$ cat config.mk
export PLATFORM = sky130hd
export DESIGN_NAME = path_player_flat
export DESIGN_NICKNAME = d
export VERILOG_FILES = /design/src/rtl/path_player_if.sv /design/src/rtl/path_player.sv /design/src/flat_wrapper.sv
export SDC_FILE = /design/constraint.sdc
export NUM_CORES = 1
export LEC_CHECK = 0
export ABC_CLOCK_PERIOD_IN_PS = 2700
export CORE_MARGIN = 1
export CORE_UTILIZATION = 52
export CTS_CLUSTER_SIZE = 20
export DETAILED_ROUTE_END_ITERATION = 8
export PLACE_DENSITY_LB_ADDON = 0.15
export SYNTH_ARGS = -nofsm -noshare
export SYNTH_HDL_FRONTEND = slang
export SYNTH_SLANG_ARGS = --single-unit
export TNS_END_PERCENT = 100
$ cat constraint.sdc
create_clock -name clk -period 2.7 [get_ports clk]
set_input_delay 0.27 -clock clk [delete_from_list [all_inputs] [get_ports clk]]
set_output_delay 0.27 -clock clk [all_outputs]
set_load 0.01 [all_outputs]
$ cat src/rtl/path_player_if.sv
// Handshake and path-memory signals between path_player and its environment.
// The master side is the player; the slave side is the solver/memory/consumer.
`timescale 1ns/1ps

interface path_player_if;
    logic       Run;
    logic [7:0] path_len;
    logic [7:0] rd_adr;
    logic       rd_en;
    logic [1:0] rd_data;
    logic [1:0] Move;
    logic       move_valid;
    logic       move_ready;
    logic [3:0] i_pos;
    logic [3:0] j_pos;
    logic [7:0] step;
    logic       Done;
    logic       Fail;

    modport master (
        input  Run, path_len, rd_data, move_ready,
        output rd_adr, rd_en, Move, move_valid, i_pos, j_pos, step, Done, Fail
    );

    modport slave (
        output Run, path_len, rd_data, move_ready,
        input  rd_adr, rd_en, Move, move_valid, i_pos, j_pos, step, Done, Fail
    );
endinterface

$ cat src/rtl/path_player.sv
// Replays a stored path of 2-bit move codes from a 1-cycle-latency memory,
// presenting each move over a valid/ready handshake and tracking a 16x16 position.
`timescale 1ns/1ps

module path_player (
    input logic           clk,
    input logic           RST,
    path_player_if.master bus
);
    typedef enum logic [2:0] {
        S_IDLE,
        S_FETCH,
        S_WAIT,
        S_PRESENT,
        S_UPDATE,
        S_FINISH,
        S_ERROR
    } state_t;

    state_t     state;
    state_t     state_nx;

    logic [7:0] len_q;
    logic [7:0] adr_q;
    logic [7:0] step_q;
    logic [7:0] step_inc;
    logic [3:0] i_q;
    logic [3:0] j_q;
    logic [1:0] move_q;

    logic [4:0] i_try;
    logic [4:0] j_try;
    logic       legal;

    logic       do_start;
    logic       do_capture;
    logic       do_commit;
    logic       rd_en_c;
    logic       valid_c;
    logic       done_c;
    logic       fail_c;

    assign step_inc = step_q + 8'd1;

    // Candidate position one bit wider than the grid: bit 4 set means the move
    // left the board (underflow wraps to 5'h1F, overflow reaches 5'h10).
    always_comb begin
        i_try = {1'b0, i_q};
        j_try = {1'b0, j_q};
        case (move_q)
            2'b00:   i_try = {1'b0, i_q} - 5'd1;
            2'b01:   j_try = {1'b0, j_q} + 5'd1;
            2'b10:   j_try = {1'b0, j_q} - 5'd1;
            default: i_try = {1'b0, i_q} + 5'd1;
        endcase
        legal = ~i_try[4] & ~j_try[4];
    end

    always_ff @(posedge clk or posedge RST) begin
        if (RST) begin
            state <= S_IDLE;
        end else begin
            state <= state_nx;
        end
    end

    always_comb begin
        state_nx   = state;
        do_start   = 1'b0;
        do_capture = 1'b0;
        do_commit  = 1'b0;
        rd_en_c    = 1'b0;
        valid_c    = 1'b0;
        done_c     = 1'b0;
        fail_c     = 1'b0;
        case (state)
            S_IDLE: begin
                if (bus.Run) begin
                    do_start = 1'b1;
                    state_nx = (bus.path_len == 8'd0) ? S_FINISH : S_FETCH;
                end
            end
            S_FETCH: begin
                rd_en_c  = 1'b1;
                state_nx = bus.Run ? S_WAIT : S_IDLE;
            end
            S_WAIT: begin
                if (!bus.Run) begin
                    state_nx = S_IDLE;
                end else begin
                    do_capture = 1'b1;
                    state_nx   = S_PRESENT;
                end
            end
            S_PRESENT: begin
                valid_c = 1'b1;
                if (!bus.Run) begin
                    state_nx = S_IDLE;
                end else if (bus.move_ready) begin
                    state_nx = legal ? S_UPDATE : S_ERROR;
                end
            end
            // An abort here discards the accepted move so step/position stay consistent.
            S_UPDATE: begin
                if (!bus.Run) begin
                    state_nx = S_IDLE;
                end else begin
                    do_commit = 1'b1;
                    state_nx  = (step_inc == len_q) ? S_FINISH : S_FETCH;
                end
            end
            S_FINISH: begin
                done_c = 1'b1;
                if (!bus.Run) begin
                    state_nx = S_IDLE;
                end
            end
            S_ERROR: begin
                fail_c = 1'b1;
                if (!bus.Run) begin
                    state_nx = S_IDLE;
                end
            end
            default: begin
                state_nx = S_IDLE;
            end
        endcase
    end

    always_ff @(posedge clk or posedge RST) begin
        if (RST) begin
            len_q  <= '0;
            adr_q  <= '0;
            step_q <= '0;
            i_q    <= '0;
            j_q    <= '0;
            move_q <= '0;
        end else begin
            if (do_start) begin
                len_q  <= bus.path_len;
                adr_q  <= '0;
                step_q <= '0;
                i_q    <= '0;
                j_q    <= '0;
            end
            if (do_capture) begin
                move_q <= bus.rd_data;
            end
            if (do_commit) begin
                i_q    <= i_try[3:0];
                j_q    <= j_try[3:0];
                step_q <= step_inc;
                adr_q  <= adr_q + 8'd1;
            end
        end
    end

    assign bus.rd_adr     = adr_q;
    assign bus.rd_en      = rd_en_c;
    assign bus.Move       = move_q;
    assign bus.move_valid = valid_c;
    assign bus.i_pos      = i_q;
    assign bus.j_pos      = j_q;
    assign bus.step       = step_q;
    assign bus.Done       = done_c;
    assign bus.Fail       = fail_c;

    a_done_fail_exclusive: assert property (@(posedge clk) disable iff (RST)
        !(bus.Done && bus.Fail));

    a_adr_tracks_step: assert property (@(posedge clk) disable iff (RST)
        adr_q == step_q);

endmodule
$ cat src/flat_wrapper.sv
// flat-port wrapper written by rule: the top's interface ports become plain ports
module path_player_flat 
  (clk, RST, bus_Run, bus_path_len, bus_rd_data, bus_move_ready, bus_rd_adr, bus_rd_en, bus_Move, bus_move_valid, bus_i_pos, bus_j_pos, bus_step, bus_Done, bus_Fail);
  path_player_if bus_i ();
  input logic clk;
  input logic RST;
  input wire logic [$bits(bus_i.Run)-1:0] bus_Run;
  input wire logic [$bits(bus_i.path_len)-1:0] bus_path_len;
  input wire logic [$bits(bus_i.rd_data)-1:0] bus_rd_data;
  input wire logic [$bits(bus_i.move_ready)-1:0] bus_move_ready;
  output wire logic [$bits(bus_i.rd_adr)-1:0] bus_rd_adr;
  output wire logic [$bits(bus_i.rd_en)-1:0] bus_rd_en;
  output wire logic [$bits(bus_i.Move)-1:0] bus_Move;
  output wire logic [$bits(bus_i.move_valid)-1:0] bus_move_valid;
  output wire logic [$bits(bus_i.i_pos)-1:0] bus_i_pos;
  output wire logic [$bits(bus_i.j_pos)-1:0] bus_j_pos;
  output wire logic [$bits(bus_i.step)-1:0] bus_step;
  output wire logic [$bits(bus_i.Done)-1:0] bus_Done;
  output wire logic [$bits(bus_i.Fail)-1:0] bus_Fail;
  assign bus_i.Run = bus_Run;
  assign bus_i.path_len = bus_path_len;
  assign bus_i.rd_data = bus_rd_data;
  assign bus_i.move_ready = bus_move_ready;
  assign bus_rd_adr = bus_i.rd_adr;
  assign bus_rd_en = bus_i.rd_en;
  assign bus_Move = bus_i.Move;
  assign bus_move_valid = bus_i.move_valid;
  assign bus_i_pos = bus_i.i_pos;
  assign bus_j_pos = bus_i.j_pos;
  assign bus_step = bus_i.step;
  assign bus_Done = bus_i.Done;
  assign bus_Fail = bus_i.Fail;
  path_player u_core (.clk(clk), .RST(RST), .bus(bus_i));
endmodule
* Word level (Yosys, flattened, before mapping)
Index checks and enable logic that the tools add are counted.
** Storage, ports and cells
- Register bits after elaboration :: 37
- Input bits :: 14
- Output and inout bits :: 30
- Logic and storage cells :: 66
** Operators by class
- Add/subtract/negate cells :: 6
- Eq/ne operators :: 14
- Multiplexer cells :: 27
- Bitwise logic cells :: 3
- Reduce and logical (&&, ||, !) cells :: 9
** Operators with widths (count)
- 8-bit 2-to-1 mux :: 3
- 3-bit 2-to-1 mux :: 7
- 5-bit case mux with 2 select lines :: 2
- 3-bit case mux with 6 select lines :: 1
- 8-bit by 1-bit adder with 8-bit output, second input constant :: 2
- 4-bit 2-to-1 mux :: 3
- 4-bit by 1-bit adder with 5-bit output, second input constant :: 2
- 4-bit by 1-bit subtractor with 5-bit output, second input constant :: 2
- 3-bit equality test, second input constant :: 3
- 8-bit equality test :: 1
- 8-bit zero test :: 1
- 1-bit 2-to-1 mux :: 8
- 3-bit by 2-bit equality test with 1-bit output, second input constant :: 2
- 2-bit 2-to-1 mux :: 3
- 2-bit != test, second input constant :: 3
- 3-bit != test, second input constant :: 2
- 2-bit AND reduction :: 2
- 2-bit OR reduction :: 2
- 3-bit by 1-bit equality test with 1-bit output, second input constant :: 1
- 3-bit zero test :: 1
- 3-bit AND reduction :: 1
- 2-bit by 1-bit equality test with 1-bit output, second input constant :: 1
- 2-bit equality test, second input constant :: 1
- 2-bit zero test :: 1
- other kinds (3) :: 4

* Depth between registers and ports, before layout
- Depth in word-level cells :: 9
- Mapped depth :: 9

* Worst setup path before layout
OpenSTA, ideal clock, no wires.
- Kind :: flip-flop to flip-flop
- From :: register u_core.move_q[0] (netlist: u_core.bus.Move[0])
- To :: register u_core.state[1]
- Setup time :: 142 ps
- Data arrival time :: 2002 ps
- Setup slack :: 556 ps
- Stages on the path, launching flop included :: 9
- Path buffers :: 0
- Clock period less this slack :: 2144 ps
- Cell sequence :: dfrtp_1 -> inv_1 -> ha_1 -> ha_1 -> nor2b_1 -> o21a_1 -> or4b_1 -> nand4b_1 -> a41oi_1
** On the way
- Longest elaborated chain between the ends :: 9
- Elaborated cells on any way between the ends :: 13
- Those cells by class :: eq/ne (2); mux (6); bitwise (3); reduce/logical (2)
** RTL lines
- start, declared :: line path_player.sv:29 : logic [1:0] move_q;
- start signal, assigned :: line path_player.sv:147 : move_q <= bus.rd_data;
- 2-bit by 1-bit equality test with 1-bit output / 2-bit equality test (equally long branches) :: line path_player.sv:50 : case (move_q)
- 2-bit OR reduction (no source line)
- 5-bit case mux with 2 select lines :: line path_player.sv:50
- 1-bit inverter :: line path_player.sv:56 : legal = ~i_try[4] & ~j_try[4];
- 1-bit bitwise AND * :: line path_player.sv:56
- 2-bit 2-to-1 mux * :: line path_player.sv:100 : state_nx = legal ? S_UPDATE : S_ERROR;
- 3-bit 2-to-1 mux * :: line path_player.sv:99 : end else if (bus.move_ready) begin
- 3-bit 2-to-1 mux * :: line path_player.sv:97 : if (!bus.Run) begin
- 3-bit case mux with 6 select lines * :: line path_player.sv:76 : case (state)
- end signal, assigned :: line path_player.sv:63 : state <= state_nx;
- end, declared :: line path_player.sv:20 : state_t state;
Mark *: on every way between the ends. The rest lies on a longest branch, timed or not. The select of a mux whose other input is x is not followed.
A chain may end at the register's enable or synchronous reset.

* Final worst setup path
Ends and elaborated chain as after synthesis.

==> reports/qor.txt <==
SETUP PATH
--------------------------------------------------------------------------------
Critical Path Source                                                u_core.bus.Move[0]$_DFFE_PP0P_
Data arrival at the endpoint of the critical path                        2460 ps
FF-to-FF path depth                                                            8
Register-to-Register Setup Slack                                          390 ps
Critical path required time                                              2840 ps
Critical path launch point type                                             flop
Endpoint of the most critical setup path                            u_core.state[1]$_DFFE_PP0P_
Critical R2R Launch                                                 u_core.bus.Move[0]$_DFFE_PP0P_
WS Path Type                                                             reg2reg
Highest net fanout along the worst path                                        7
Category of the worst setup path capture point                              flop
Worst flop-to-flop path endpoint                                    u_core.state[1]$_DFFE_PP0P_

SYNTH
--------------------------------------------------------------------------------
Number of storage elements in the synthesis netlist                           37
Fraction of the yosys area taken by sequential cells                       0.395
Area of the mapped netlist                                             2340 um^2
Cell type with the highest aggregate area in the netlist            sky130_fd_sc_hd__dfrtp_1
Number of synthesized flops with an enable pin                                 0
Average instance area after synthesis                                  9.22 um^2
Distinct cell type count of the synthesized netlist                           58
Top-area cell type share of the netlist area                               0.395
Net count after synthesis                                                    281
Share of async-settable or async-resettable flops after synthesis           1.00
Synth top area cells                                                sky130_fd_sc_hd__dfrtp_1 (40%), sky130_fd_sc_hd__nand2_1 (7.4%), sky130_fd_sc_hd__ha_1 (5.9%)
Synth warnings                                                                 0
Mapped Cells                                                                 254
Synth Flop Type                                                     sky130_fd_sc_hd__dfrtp_1

STA
--------------------------------------------------------------------------------
Worst Tran Pin Value                                                      562 ps
Maximum clock skew at final layout                                       1.86 ps
Slew Limit Headroom                                                        0.625
Unrepaired setup endpoints after global routing                               no
Number of hold violations in the final report                                  0
Setup TNS                                                                   0 ps
Number of pins with negative max-slew slack in the final report                0
PnR worst setup slack                                                     386 ps
Top achievable clock speed                                             0.432 GHz
Final critical-path share of the clock period                              0.857
Period minus WS final                                                    2310 ps
Final number of setup-violating endpoints                                      0

GLOBAL ROUTING
--------------------------------------------------------------------------------
Met1 global-route usage                                                    0.353
Global routing's busiest layer                                              met2
Aggregate global-route resource usage                                      0.244
Met3 usage in global routing                                              0.0556
Final global-route overflow total                                              0
Wire length of the first global-routing pass                             9250 um
Number of global-route vias before repair                                   1881
Maximum number of pins on one net before global-route repair                  38
Number of antenna violations at the first check in global routing              0
Met2 Use GR                                                                0.354

DRT
--------------------------------------------------------------------------------
DRC violation total after the first TritonRoute iteration                    147
Number of iterations in the first detailed-routing pass                        4
Vias per cell                                                               5.56
Total number of vias                                                        1952
Overall routed net length                                                5200 um
Number of nets with antenna violations after routing                           0
Mean routed wirelength per cell                                          14.8 um
Remaining DRCs                                                                 0

CLOCK TREE
--------------------------------------------------------------------------------
Clock tree from TritonCTS                                                  built
Maximum count of clock buffers along a single path                             2
Root buf cell                                                       sky130_fd_sc_hd__clkbuf_8
TritonCTS buffer count                                                         5
Post-CTS sizing                                                                0
Maximum level of the CTS H-tree                                                2
Hold-fix buffers, CTS                                                          0
Sinks on the clock net                                                        37
Skew-Pair Late Insertion Delay                                            290 ps
Post-CTS Setup Inserts                                                         0
Clock slew at reported path FFs                                            70 ps

POWER AND IR DROP
--------------------------------------------------------------------------------
Overall power after layout                                               1630 uW
Leak Pwr                                                              0.00127 uW
Switching part of the total power                                          0.327
Peak supply drop                                                        0.649 mV
Flop pwr share                                                             0.399
Psw                                                                       533 uW
Power per cell area                                                  561 nW/um^2
Internal cell power                                                      1100 uW
Logic pwr share                                                            0.291
Part of the power in the clock network                                     0.310

LAYOUT
--------------------------------------------------------------------------------
Area growth, synth to finish                                               24.3%
Layout filler cell count                                                     379
Ratio of cells with drive above 1 in the final layout                     0.0903
Post-layout nets                                                             325
Number of inserted diodes                                                      0

MIN PATH
--------------------------------------------------------------------------------
Kind of path behind the tightest hold check                             in2async

PLACED DESIGN
--------------------------------------------------------------------------------
Global placement routability congestion                                    0.853
Quantity of I/O buffers inserted on ports                                     43
Detail Placement HPWL                                                    3640 um
Dpl ws                                                                    441 ps

RUN STATUS
--------------------------------------------------------------------------------
Outcome                                                                completed

FLOORPLAN
--------------------------------------------------------------------------------
Die height                                                               69.1 um
Row count                                                                     24
X dimension of the die                                                   69.1 um
Top Ports                                                                     44
Die area                                                               4780 um^2
Core area                                                              4350 um^2
Initial Util                                                               0.538

RUN
--------------------------------------------------------------------------------
Number of max-capacitance violations reported                                  0

==> final cells by class <==
type / count / area [um^2] / share of cell area
clock buffer: 7 / 86.3 / 0.0297
tap: 52 / 65.1 / 0.0223
clock inverter: 1 / 30.0 / 0.0103
multi-input combinational: 196 / 1310 / 0.449
timing repair buffer: 46 / 453 / 0.156
sequential: 37 / 926 / 0.318
inverter: 12 / 45.0 / 0.0155
==> through the flow <==
stage / hold WS (ps) / area [um^2] / utilization / std cells
after floorplan: 375 / 2340 / - / 254
after global placement: 478 / 2800 / 0.642 / 343
after detailed placement: 490 / 2800 / 0.642 / 343
after CTS: 407 / 2910 / 0.669 / 351
after global routing: 462 / 2910 / 0.669 / 351
final: 389 / 2910 / 0.669 / 351
==> state kept, by name (all words and copies together) (netlist names) <==
name / flops
u_core.bus.i_pos: 4
u_core.state: 3
u_core.bus.step: 8
u_core.len_q: 8
u_core.bus.Move: 2
u_core.bus.j_pos: 4
u_core.bus.rd_adr: 8
==> synthesized netlist by cell type (2+ instances only) <==
master,number
sky130_fd_sc_hd__buf_2,4
sky130_fd_sc_hd__a211oi_1,2
sky130_fd_sc_hd__and2_1,2
sky130_fd_sc_hd__fa_1,2
sky130_fd_sc_hd__nor4_1,2
sky130_fd_sc_hd__xor2_1,9
sky130_fd_sc_hd__ha_1,11
sky130_fd_sc_hd__o31ai_1,2
sky130_fd_sc_hd__dfrtp_1,37
sky130_fd_sc_hd__buf_6,3
sky130_fd_sc_hd__o21ai_1,5
sky130_fd_sc_hd__nand4_1,4
sky130_fd_sc_hd__nand2b_1,2
sky130_fd_sc_hd__a21oi_1,10
sky130_fd_sc_hd__o21a_1,3
sky130_fd_sc_hd__nor3_2,2
sky130_fd_sc_hd__a22o_1,2
sky130_fd_sc_hd__o21ai_0,19
sky130_fd_sc_hd__nand2_1,46
sky130_fd_sc_hd__o211ai_1,3
sky130_fd_sc_hd__mux2_2,2
sky130_fd_sc_hd__nor2b_1,10
sky130_fd_sc_hd__xnor2_1,3
sky130_fd_sc_hd__mux2i_1,3
sky130_fd_sc_hd__nor2_1,9
sky130_fd_sc_hd__inv_1,11
sky130_fd_sc_hd__nor3b_1,2
sky130_fd_sc_hd__a21o_1,3
sky130_fd_sc_hd__nor3_1,3
sky130_fd_sc_hd__nand3_1,10
==> logic make-up (layout without fill, tap and decap cells) <==
kind of cell    after synthesis  in the layout  synth area share
compound gates               58             58             0.163
simple gates                107            107             0.245
xor+xnor                     13             13            0.0518
mux                           5              5            0.0224
buf+inv                      21             66            0.0470
flops                        37             37             0.395
fa+ha+maj                    13             13            0.0759
==> routing by layer <==
metal / routed length, um / vias to the layer above
met1: 2650 / 925
li1: - / 980
met4: 84 / 0
met3: 167 / 7
met5: 0 / -
met2: 2300 / 40
==> cell usage in the layout, fill, tap and decap left out, drive strengths merged, types with 4 or more instances in the layout <==
cell type      synthesis  routed
a21oi                 11      11
clkbuf                 1       7
clkdlybuf4s50          0      43
dfrtp                 37      37
ha                    11      11
inv                   12      12
nand2                 47      47
nand3                 10      10
nand4                  4       4
nor2                  10      10
nor2b                 10      10
nor3                   6       6
o21ai                 25      25
xor2                  10      10
==> worst min-delay path by stage <==
stage | from | to | slack (ps) | cells past startpoint
3_3_place_gp | u_core.len_q[4]$_DFFE_PP0P_ | u_core.len_q[4]$_DFFE_PP0P_ | 480 | 2
6_report | RST | u_core.bus.rd_adr[4]$_DFFE_PP0P_ | 390 | 3
3_5_place_dp | u_core.len_q[4]$_DFFE_PP0P_ | u_core.len_q[4]$_DFFE_PP0P_ | 490 | 2
2_1_floorplan | bus_path_len[0] | u_core.len_q[0]$_DFFE_PP0P_ | 380 | 2
4_1_cts | RST | u_core.state[1]$_DFFE_PP0P_ | 410 | 3
5_1_grt | RST | u_core.bus.i_pos[0]$_DFFE_PP0P_ | 460 | 3
==> worst max-delay path, stage by stage, from the launching register on <==
cell	delay, ps
sky130_fd_sc_hd__dfrtp_1	400
sky130_fd_sc_hd__inv_1	110
sky130_fd_sc_hd__ha_1	300
sky130_fd_sc_hd__ha_1	300
sky130_fd_sc_hd__nor2b_1	170
sky130_fd_sc_hd__o21a_1	180
sky130_fd_sc_hd__or4b_1	460
sky130_fd_sc_hd__nand4b_1	120
sky130_fd_sc_hd__a41oi_1	120
==> power by group through the flow <==
stage / combinational [uW] / clock [uW] / sequential, uW
2_1_floorplan: 336 / 0 / 653
3_3_place_gp: 453 / 0 / 659
3_5_place_dp: 465 / 0 / 661
4_1_cts: 471 / 512 / 651
5_1_grt: 533 / 537 / 659
6_report: 475 / 506 / 652
Note: power is estimated with default switching activity, not from simulation.
